==> config.mk <==
export PLATFORM = sky130hd
export DESIGN_NAME = topk_32_drain
export DESIGN_NICKNAME = d
export VERILOG_FILES = /design/src/rtl/topk_32_drain.sv
export SDC_FILE = /design/constraint.sdc
export NUM_CORES = 1
export LEC_CHECK = 0
export ABC_CLOCK_PERIOD_IN_PS = 3900
export BUFFER_PORTS_ARGS = -buffer_cell sky130_fd_sc_hd__buf_2
export CELL_PAD_IN_SITES_DETAIL_PLACEMENT = 0
export CELL_PAD_IN_SITES_GLOBAL_PLACEMENT = 2
export CORE_AREA = 5 5 199 201
export DETAILED_ROUTE_END_ITERATION = 10
export DIE_AREA = 0 0 204 206
export PLACE_DENSITY_LB_ADDON = 0.1
export SYNTH_ARGS = -nofsm -noshare
export SYNTH_HDL_FRONTEND = slang
export SYNTH_SLANG_ARGS = --single-unit
==> constraint.sdc <==
create_clock -name clk_i -period 3.9 [get_ports clk_i]
set_clock_uncertainty 0.05 [all_clocks]
set_input_delay 0.78 -clock clk_i [delete_from_list [all_inputs] [get_ports clk_i]]
set_output_delay 0.78 -clock clk_i [all_outputs]
set_load 0.05 [all_outputs]
==> src/rtl/topk_32_drain.sv <==
// Top-K drain for the 32-wide bitonic backend: buffers the first K ranks of each
// sorted vector and serialises them onto a valid/ready element stream.
package topk_32_drain_pkg;
  typedef struct packed {
    logic valid;
  } ctrl_t;
endpackage

module topk_32_drain
  import topk_32_drain_pkg::*;
#(
  parameter int unsigned DATAWIDTH  = 8,
  parameter int unsigned DATALENGTH = 32,
  parameter int unsigned K          = 8,
  parameter int unsigned DEPTH      = 4
) (
  input  logic                                  clk_i,
  input  logic                                  rst_i,
  input  ctrl_t                                 ctrl_i,
  input  logic [DATALENGTH-1:0][DATAWIDTH-1:0]  x_i,
  output logic                                  space_o,
  output logic                                  overflow_o,
  output logic [DATAWIDTH-1:0]                  y_o,
  output logic [((K > 1) ? $clog2(K) : 1)-1:0]  rank_o,
  output logic                                  y_valid_o,
  input  logic                                  y_ready_i,
  output logic                                  y_last_o,
  output logic [$clog2(DEPTH+1)-1:0]            count_o
);

  localparam int unsigned RW = (K > 1) ? $clog2(K) : 1;
  localparam int unsigned PW = $clog2(DEPTH);
  localparam int unsigned CW = $clog2(DEPTH + 1);

  typedef enum logic {IDLE, SEND} state_t;

  state_t                                 state;
  logic [DEPTH-1:0][K-1:0][DATAWIDTH-1:0] mem;
  logic [PW-1:0]                          wptr;
  logic [PW-1:0]                          rptr;
  logic [PW-1:0]                          rptr_nxt;
  logic [RW-1:0]                          rank_nxt;
  logic [CW-1:0]                          count_nxt;
  logic [DATAWIDTH-1:0]                   y_nxt;
  logic                                   hs;
  logic                                   fin;
  logic                                   cap;
  logic                                   valid_nxt;

  // Ranks beyond K are never stored.
  if (K < DATALENGTH) begin : g_unused
    logic unused_ranks;
    assign unused_ranks = ^x_i[DATALENGTH-1:K];
  end

  // Handshake, capture decision and the element to present after this edge.
  always_comb begin
    hs        = (state == SEND) && y_ready_i;
    fin       = hs && y_last_o;
    space_o   = (count_o < CW'(DEPTH)) || fin;
    cap       = ctrl_i.valid && space_o;
    count_nxt = count_o + CW'(cap) - CW'(fin);
    rptr_nxt  = fin ? rptr + PW'(1) : rptr;
    rank_nxt  = rank_o;
    if (hs) begin
      rank_nxt = y_last_o ? '0 : rank_o + RW'(1);
    end
    valid_nxt = (count_nxt != '0);
    y_nxt     = '0;
    // A vector landing in the slot read next is forwarded straight from x_i.
    if (valid_nxt) begin
      y_nxt = (cap && (wptr == rptr_nxt)) ? x_i[0] : mem[rptr_nxt][rank_nxt];
    end
  end

  always_ff @(posedge clk_i) begin
    if (rst_i) begin
      state      <= IDLE;
      wptr       <= '0;
      rptr       <= '0;
      count_o    <= '0;
      rank_o     <= '0;
      y_o        <= '0;
      y_valid_o  <= 1'b0;
      y_last_o   <= 1'b0;
      overflow_o <= 1'b0;
    end else begin
      if (cap) begin
        mem[wptr] <= x_i[K-1:0];
        wptr      <= wptr + PW'(1);
      end
      case (state)
        IDLE:    if (cap) state <= SEND;
        SEND:    if (fin && (count_nxt == '0)) state <= IDLE;
        default: state <= IDLE;
      endcase
      rptr       <= rptr_nxt;
      count_o    <= count_nxt;
      rank_o     <= rank_nxt;
      y_o        <= y_nxt;
      y_valid_o  <= valid_nxt;
      y_last_o   <= valid_nxt && (rank_nxt == RW'(K - 1));
      overflow_o <= overflow_o || (ctrl_i.valid && !space_o);
    end
  end

endmodule

==> impl_results.md, run 1 <==
* Hold-fix buffers, CTS at 0
* Critical Path AT at 3810 ps
* Fill cell total of the finished layout at 3,441
* IO Pins at 278
* H-tree depth at 2
* Full die area at 42,000 µm²
* Layout area overhead at 17.9%
* CTS tree: done
* Avg Cell Area, Syn at 15.8 µm²
* Synth top area cells: edfxtp_1 (61%), mux4_2 (13%), dfxtp_1 (3.5%)
* WL final at 34,500 µm
* Drt via density at 5.41
* FF/Latch Area at 8130 µm²
* Setup repair bufs after CTS at 0
* Commonest non-fill, non-tap cell in the layout: edfxtp_1
* Core Box Area at 37,400 µm²
* Max transition margin at 25.7%
* Initial DRC Count at 515
* Vias at 7,754
* Port bufs at 85
* Setup CP Type: reg2reg
* Sequential share of the synthesized area at 64.2%
* Clock sink count at 278
* CP endpoint kind: flop
* Final slew viol count at 0
* Post-synth EDFFs at 256
* Commonest cells after routing, fill and taps aside: edfxtp_1 (256), buf_2 (85), mux4_2 (71)
* LEAKAGE at 4.80 nW
* Syn nets at 1,069
* Clock-pin transition on the worst setup and hold timing paths at 50 ps
* Status: finished, final reports clean
* RSZ-0062 raised after global routing: false
* Clk buf depth at 3
* Die H at 206 µm
* CP startpoint kind: flop
* Vias in the first global route at 8,292
* Total power at 7.73 mW
* Period minus WS final at 3500 ps
* Number of diodes at 0
* Antenna viol nets, final at 0
* Nets at 1,165
* DIE WIDTH at 204 µm
* Multi-input gate area at 4200 µm²
* Cell taking the most area after synthesis: edfxtp_1
* DRC Markers at 0
* Initial antenna violation count at 0
* Cells after Synth at 801
* HPWL Detailed at 22,100 µm
* Mapped Area at 12,700 µm²
* Total CTS buffers at 34
* VDD IR max at 301 µV
* Initial Utilization at 33.9%
* Crit path largest cell delay at 600 ps
* GPL Wtd Cong at 0.725
* Total Neg Setup Slack at 0 ps
* GRT Overall Usage at 16.4%
* Initial DRT Pass Iterations at 7
* Slew @ Worst Pin at 1110 ps
* Post-Place Worst Slack at 134 ps
* Peak Freq at 0.286 GHz
* Post-route clock period utilization at 89.8%
* Max-cap violations at 0
* Layout cell share with drive strength beyond 1 at 29.1%
* CP Max Fanout at 10
* Yosys reg bits at 278
* Netlist cell types at 56
* Worst-Skew Late Latency at 520 ps
* Final setup violation count at 0
* Final worst slack at 399 ps
* GRT Residual Overflow at 0
* Async set-reset flop share out of synthesis at 0%
* Synth warnings at 0
* Power per cell area at 518 nW/µm²
* FP Rows at 71
* Req. time, crit path at 4210 ps
* Critical-path cell list: nand3_4 -> nand2_4 -> nand2_2 -> ha_1 -> inv_1 -> ha_1 -> inv_1 -> fa_1 -> xor2_1 -> xnor2_1 -> nand3b_1 -> nor2b_1 -> buf_4 -> o21ai_0 -> nor3_1
* Share of Yosys cell area claimed by the top area cell type at 60.7%
* HP Class: reg2reg
* Pin count of the biggest net entering global routing at 97
* CP max stage cell: dfxtp_1
* CTS root buf: clkbuf_16
* WL per Instance at 24.1 µm
* Final Hold Viols at 0
* Resized cells post-CTS at 0
* First-pass GRT wire length at 52,200 µm
* Primary FF master, synth: edfxtp_1
## critical path, delay by kind of cell, from the launching register on
family | cells | cell delay (ps)
AND/OR/NAND/NOR | 6 | 1120
adder cells (fa/ha/maj) | 3 | 800
flip-flops | 1 | 600
buffers and inverters | 3 | 330
XOR/XNOR | 2 | 320
AO/OA/AOI/OAI | 1 | 120
## stage by stage
stage	instance area, µm²	instances	hold slack (ps)	utilization (%)
after floorplan	12700	801	443	-
after global placement	13800	1372	401	36.9
after detailed placement	13800	1372	414	36.9
after CTS	14900	1434	401	39.9
after global routing	14900	1434	408	39.9
final	14900	1434	411	39.9
## flip-flops by register name, indices dropped and copies added (netlist names)
| register | count |
|---|---|
| y_last_o | 1 |
| y_valid_o | 1 |
| wptr | 2 |
| rank_o | 3 |
| mem | 256 |
| rptr | 2 |
| overflow_o | 1 |
| y_o | 8 |
| state | 1 |
| count_o | 3 |
## logic make-up after synthesis
| kind of cell | synth area share (%) |
|---|---|
| multiplexers | 15.5 |
| AO/OA/AOI/OAI | 7.07 |
| buffers and inverters | 2.74 |
| XOR/XNOR | 0.810 |
| AND/OR/NAND/NOR | 8.84 |
| flip-flops | 64.2 |
| adder cells (fa/ha/maj) | 0.850 |
## area by class of cell
class                   count  share of cell area (%)
clock buffers              46                    6.40
well taps                 511                    4.28
flip-flops and latches    278                    54.5
multi-input cells         453                    28.2
repair buffers            121                    5.33
clock inverters            16                    1.11
inverters                   9                   0.235
## cell usage after synthesis, drive strengths merged (2+ instances only)
cell	number
a211oi	7
a21boi	7
a21oi	6
a221oi	8
a22oi	9
and2	7
and3	2
and4	7
buf	44
clkbuf	17
dfxtp	22
edfxtp	256
ha	7
inv	9
mux2	11
mux2i	24
mux4	71
nand2	22
nand2b	4
nand3	69
nand3b	8
nand4	15
nand4b	2
nor2	28
nor2b	6
nor3	14
nor3b	3
nor4	10
o21a	7
o21ai	26
o221ai	20
o22ai	15
o311a	7
or3	7
xnor2	8
xor2	2
## path summary, 6_finish.rpt
check             slack, ps  cells past startpoint       start          to
setup / recovery        400                     15    y_last_o      y_o[0]
hold / removal          410                      2  overflow_o  overflow_o
setup reg to reg        400                     15    y_last_o      y_o[0]
hold reg to reg         410                      2  overflow_o  overflow_o
## report_power, final
group | switching [mW] | total [mW] | internal, mW
Clock | 1.19 | 3.11 | 1.92
Sequential | 0.0942 | 3.60 | 3.51
Combinational | 0.682 | 1.01 | 0.331
Total | 1.97 | 7.73 | 5.76
## metal layers
layer	up-vias	global-route usage, %	share of wire [%]
met5	-	0	0
met4	0	3.47	1.5
met3	35	2.60	4.1
met2	192	27.1	49
met1	4024	23.3	46
li1	3503	-	-
No activity file was read; power rests on OpenSTA's default activity.
==> run 2, diff against run 1 <==
--- a/config.mk
+++ b/config.mk
@@ -6,7 +6,7 @@
 export NUM_CORES = 1
 export LEC_CHECK = 0
 export ABC_CLOCK_PERIOD_IN_PS = 3900
-export BUFFER_PORTS_ARGS = -buffer_cell sky130_fd_sc_hd__buf_2
+export BUFFER_PORTS_ARGS = -buffer_cell sky130_fd_sc_hd__clkbuf_2
 export CELL_PAD_IN_SITES_DETAIL_PLACEMENT = 0
 export CELL_PAD_IN_SITES_GLOBAL_PLACEMENT = 2
 export CORE_AREA = 5 5 199 201
==> run 2 against run 1 <==
First-iteration DRC count decreased by 5.8%. Combinational power about the same. Count of clock-buffer cells in the layout is 8 lower. Critical path depth grew 1. Routed wire length is 0.17% lower. Sequential power hardly changed. Via count increased by 0.28%. Clock power increased by 5%. Maximum frequency is 6.9% higher. Global-route usage grew 0.050 points. Critical path type is now in2reg. Critical endpoint is now y_o[1]. Largest cell class unchanged. Largest power group unchanged.
==> impl_results.md, run 2 (synthesis results as in run 1) <==
* Status: finished, final reports clean
* Hold Path Cell Cnt at 1
* Total CTS buffers at 34
* VDD IR max at 360 µV
* DIE WIDTH at 204 µm
* Sw frac at 25.4%
* Total Neg Setup Slack at 0 ps
* Drt via density at 5.46
* Internal power at 5.86 mW
* RR Endpoint: y_o[1]
* CP top delay family: simple AND/OR/NAND/NOR gates
* Setup repair bufs after CTS at 0
* Setup CP Type: in2reg
* Multi-input gate area at 4200 µm²
* Commonest non-fill, non-tap cell in the layout: edfxtp_1
* Initial DRC Count at 485
* Peak Freq at 0.305 GHz
* GPL Wtd Cong at 0.732
* CTS root buf: clkbuf_16
* Req. time, crit path at 4210 ps
* P_sw at 2.00 mW
* Full die area at 42,000 µm²
* Combinational share of power at 12.8%
* Final setup violation count at 0
* Vias at 7,776
* Initial Utilization at 33.9%
* Pin count of the biggest net entering global routing at 97
* First-pass GRT wire length at 52,100 µm
* DRC Markers at 0
* Period minus WS final at 3280 ps
* Commonest cells after routing, fill and taps aside: edfxtp_1 (256), clkbuf_2 (85), mux4_2 (71)
* GRT Residual Overflow at 0
* Finished Layout Cells at 1,425
* Regs by FF count: mem x256, y_o x8
* LEAKAGE at 4.79 nW
* Max-cap violations at 0
* Final Hold Viols at 0
* CP startpoint kind: input port
* RSZ-0062 raised after global routing: false
* WL per Instance at 24.2 µm
* Power per cell area at 526 nW/µm²
* Top reg by flops: mem
* Cells on worst reg2reg path at 15
* Layout area overhead at 18.0%
* CTS tree: done
* HP Class: in2reg
* Launching point of the worst reg2reg path: y_last_o
* Worst-Skew Late Latency at 530 ps
* Initial DRT Pass Iterations at 5
* Placed Cells at 1,365
* CP max stage cell: nor3_1
* FF/Latch Area at 8130 µm²
* FP Rows at 71
* Clk buf depth at 3
* Core Box Area at 37,400 µm²
* WL final at 34,400 µm
* Die H at 206 µm
* CP Max Fanout at 10
* Initial antenna violation count at 1
* Hold-fix buffers, CTS at 0
* Fill cell total of the finished layout at 3,436
* GRT Overall Usage at 16.5%
* Crit path largest cell delay at 460 ps
* Clock sink count at 278
* Critical Path AT at 3590 ps
* Clock power share at 41.4%
* Antenna viol nets, final at 0
* IO Pins at 278
* Port bufs at 85
* Max transition margin at 20.5%
* Vias in the first global route at 8,206
* Slew @ Worst Pin at 1190 ps
* Layout cell share with drive strength beyond 1 at 28.6%
* Number of flip-flops in the largest register at 256
* Worst path bufs/invs at 4
* Critical-path cell list: clkbuf_2 -> nand3_4 -> nand2_4 -> nand2_2 -> ha_1 -> inv_1 -> ha_1 -> inv_1 -> fa_1 -> xor2_1 -> xnor2_1 -> nand3b_1 -> nor2b_1 -> buf_4 -> o21ai_0 -> nor3_1
* Post-route clock period utilization at 84.0%
* Nets at 1,158
* Resized cells post-CTS at 0
* Final slew viol count at 0
* Part of the power in registers at 45.8%
* Clock-pin transition on the worst setup and hold timing paths at 60 ps
* CP endpoint kind: flop
* Hold EP: mem[161]
* HP Start: x_i[33]
* R2R Setup Slk at 630 ps
* HPWL Detailed at 21,200 µm
* H-tree depth at 2
## run 2: cell types whose count changed in the layout (fill, tap and decap cells not counted), sizes merged
cell and change:
buf -92, clkbuf +77, clkinv +4, bufinv +3, inv -2, diode +1
## run 2: power groups by stage
stage                     combinational, mW  sequential, mW  clock (mW)
after floorplan                       0.447            3.82           0
after global placement                 1.01            3.65           0
after detailed placement               1.02            3.66           0
after CTS                              1.02            3.60        3.34
after global routing                   1.09            3.62        3.49
final                                  1.01            3.60        3.25
## run 2: metal layers
layer	routed length, µm	track usage, %
met4	665	4.52
met3	1680	2.86
met1	15600	23.2
met5	0	0
met2	16500	26.6
## run 2: metrics by stage
| stage | cell area (µm²) | utilization, % | setup WS (ps) | hold WS, ps | total power, mW |
|---|---|---|---|---|---|
| floorplan | 12700 | - | 39.4 | 443 | 4.27 |
| detailed placement | 13800 | 36.8 | 79.4 | 445 | 4.68 |
| finish | 14900 | 40.0 | 624 | 421 | 7.86 |
| CTS | 14900 | 40.0 | 595 | 394 | 7.96 |
| global route | 14900 | 40.0 | 402 | 396 | 8.20 |
| global placement | 13800 | 36.8 | 153 | 404 | 4.66 |
## run 2: how the worst max path moves through the flow
stage / startpoint / endpoint / slack [ps] / cells after the start
after floorplan: y_ready_i / y_o[0] / 40 / 19
after global placement: y_ready_i / y_o[1] / 150 / 16
after detailed placement: y_ready_i / y_o[1] / 80 / 16
after CTS: y_last_o / y_o[1] / 600 / 15
after global routing: y_last_o / y_o[1] / 400 / 15
final: y_ready_i / y_o[1] / 620 / 16
## run 2: final cells by class
cell class | count | area share (%)
antenna | 1 | 0.0167
clock buffer | 38 | 5.94
clock inverter | 21 | 1.85
inverter | 9 | 0.234
multi-input combinational | 453 | 28.1
sequential | 278 | 54.4
tap | 511 | 4.28
timing repair buffer | 114 | 5.14
==> run 3, diff against run 2 <==
--- a/config.mk
+++ b/config.mk
@@ -5,13 +5,14 @@
 export SDC_FILE = /design/constraint.sdc
 export NUM_CORES = 1
 export LEC_CHECK = 0
-export ABC_CLOCK_PERIOD_IN_PS = 3900
+export ABC_AREA = 1
+export ABC_CLOCK_PERIOD_IN_PS = 3100
 export BUFFER_PORTS_ARGS = -buffer_cell sky130_fd_sc_hd__clkbuf_2
 export CELL_PAD_IN_SITES_DETAIL_PLACEMENT = 0
 export CELL_PAD_IN_SITES_GLOBAL_PLACEMENT = 2
-export CORE_AREA = 5 5 199 201
+export CORE_AREA = 5 5 194 196
 export DETAILED_ROUTE_END_ITERATION = 10
-export DIE_AREA = 0 0 204 206
+export DIE_AREA = 0 0 199 201
 export PLACE_DENSITY_LB_ADDON = 0.1
 export SYNTH_ARGS = -nofsm -noshare
 export SYNTH_HDL_FRONTEND = slang
==> constraint.sdc (replaced) <==
create_clock -name clk_i -period 3.1 [get_ports clk_i]
set_clock_uncertainty 0.05 [all_clocks]
set_input_delay 0.62 -clock clk_i [delete_from_list [all_inputs] [get_ports clk_i]]
set_output_delay 0.62 -clock clk_i [all_outputs]
set_load 0.05 [all_outputs]
==> run 3 against run 2 <==
Global-route usage is 0.069 points lower. Critical path depth stayed put. Total power is 19% higher. Sequential power is 24% higher. Synthesized cell count is 35% higher. Register-to-register slack worse by 330 ps. Utilization is 0.13 points lower. Die area is 4.8% lower. Critical endpoint is now y_o[6]. Largest power group unchanged.
==> impl_results.md, run 3 <==
* Placed Cells at 1,621
* WL final at 32,700 µm
* Total power at 9.34 mW
* Max transition margin at 57.3%
* Cell taking the most area after synthesis: edfxtp_1
* Initial DRT Pass Iterations at 4
* Die H at 201 µm
* Peak Freq at 0.357 GHz
* Primary FF master, synth: edfxtp_1
* Period minus WS final at 2800 ps
* GRT Residual Overflow at 0
* CP Max Fanout at 9
* Finished Layout Cells at 1,678
* Final Hold Viols at 0
* Power per cell area at 653 nW/µm²
* Worst Setup SP: state
* Cells after Synth at 1,082
* Multi-input gate area at 3080 µm²
* FP Rows at 70
* LEAKAGE at 5.73 nW
* Synth warnings at 0
* WL per Instance at 19.5 µm
* CTS tree: done
* Max-cap violations at 0
* CP endpoint kind: flop
* Initial antenna violation count at 0
* Async set-reset flop share out of synthesis at 0%
* Total CTS buffers at 31
* Crit path largest cell delay at 390 ps
* VDD IR max at 380 µV
* Worst-Skew Late Latency at 580 ps
* Clock-pin transition on the worst setup and hold timing paths at 60 ps
* Pin count of the biggest net entering global routing at 54
* Port bufs at 85
* Slew @ Worst Pin at 640 ps
* H-tree depth at 1
* Nets at 1,454
* Netlist cell types at 28
* GPL Wtd Cong at 0.772
* Most frequent cell after synthesis: edfxtp_1
* Regs by FF count: mem x256, y_o x8
* Layout area overhead at 19.4%
* Commonest cells after routing, fill and taps aside: edfxtp_1 (256), nand3_1 (234), nand2_1 (189)
* IO Pins at 278
* Post-synth EDFFs at 256
* Syn nets at 1,350
* HP Start: x_i[63]
* Avg Cell Area, Syn at 11.1 µm²
* DRC Markers at 0
* Initial DRC Count at 335
* Setup repair bufs after CTS at 0
* Placed Instance Area at 13,300 µm²
* Design Area, Final at 14,300 µm²
* Top reg by flops: mem
* Post-route clock period utilization at 90.5%
* Setup CP Type: reg2reg
* Commonest non-fill, non-tap cell in the layout: edfxtp_1
* Vias at 7,751
* HP Class: in2reg
* CTS root buf: clkbuf_16
* Layout cell share with drive strength beyond 1 at 16.2%
* Initial Utilization at 33.3%
* Full die area at 40,000 µm²
* Critical-path cell list: nand3_2 -> nand2_2 -> nand2_1 -> ha_1 -> inv_1 -> ha_1 -> inv_1 -> fa_1 -> xnor2_1 -> xor2_1 -> nand3_2 -> nand2_1 -> inv_2 -> o21ai_1 -> a21oi_1 -> buf_4
* Final setup violation count at 0
* Top post-synthesis cells by count: edfxtp_1 (256), nand3_1 (235), nand2_1 (192)
* Drt via density at 4.62
* Status: finished, final reports clean
* Sequential share of the synthesized area at 67.9%
* Antenna viol nets, final at 0
* First-pass GRT wire length at 49,400 µm
* Req. time, crit path at 3510 ps
* DIE WIDTH at 199 µm
* Share of Yosys cell area claimed by the top area cell type at 64.2%
* Resized cells post-CTS at 0
* Mapped Area at 12,000 µm²
* FF/Latch Area at 8130 µm²
* Number of flip-flops in the largest register at 256
* Yosys reg bits at 278
* Core Box Area at 35,900 µm²
* Vias in the first global route at 7,863
* Fill cell total of the finished layout at 3,513
* Number of diodes at 0
* HPWL Detailed at 20,200 µm
* Critical Path AT at 3210 ps
* Hold-fix buffers, CTS at 0
* CP startpoint kind: flop
* Clock sink count at 278
* GRT Overall Usage at 16.4%
* Final Util at 39.8%
* CP max stage cell: dfxtp_1
* Launching point of the worst reg2reg path: state
* Clk buf depth at 3
* Synth top area cells: edfxtp_1 (64%), nand3_1 (9.8%), nand2_1 (6.0%)
* Total Neg Setup Slack at 0 ps
* Final slew viol count at 0
[run 3: final timing paths]
kind	endpoint	slack (ps)	depth (start not counted)
min reg2reg	overflow_o	440	2
max	y_o[6]	300	16
min	mem[191]	210	1
max reg2reg	y_o[6]	300	16
[run 3: cell families after synthesis]
kind of cell,Yosys count,synth area share (%)
AO/OA/AOI/OAI,44,2.03
XOR/XNOR,2,0.146
adder cells (fa/ha/maj),8,0.899
buffers and inverters,199,6.83
flip-flops,278,67.9
AND/OR/NAND/NOR,551,22.2
[run 3: power by group]
part	switching, mW	total, mW	internal [mW]
logic	0.846	1.19	0.340
clock network	1.44	3.68	2.23
registers	0.0884	4.48	4.39
[run 3: worst max-delay path: cells and delay by family (launching register included)]
| kind | cells | cell delay, ps |
|---|---|---|
| AOI/OAI and AO/OA | 2 | 140 |
| xor gates and xnor gates | 2 | 410 |
| adders and majority gates | 3 | 800 |
| buffers and inverters | 4 | 340 |
| DFF | 1 | 390 |
| and+or+nand+nor | 5 | 570 |
[run 3: through the flow]
stage | setup slack, ps | hold slack, ps
after floorplan | 126 | 433
after global placement | -175 | 438
after detailed placement | -181 | 430
after CTS | 152 | 179
after global routing | -10.0 | 193
final | 295 | 209
[run 3: per-layer routing]
layer  part of all wire [%]  track usage (%)  vias up
met2                     48             26.5      124
li1                       -                -     3920
met4                    1.7             3.76        0
met5                      0                0        -
met1                     46             23.6     3671
met3                    3.9             2.32       36
[run 3: layout make-up]
type                    count  area share, %
well taps                 468           4.09
clock buffers              38           5.61
repair buffers            134           6.86
multi-input cells         605           21.5
inverters                 136           3.57
clock inverters            19           1.50
flip-flops and latches    278           56.8
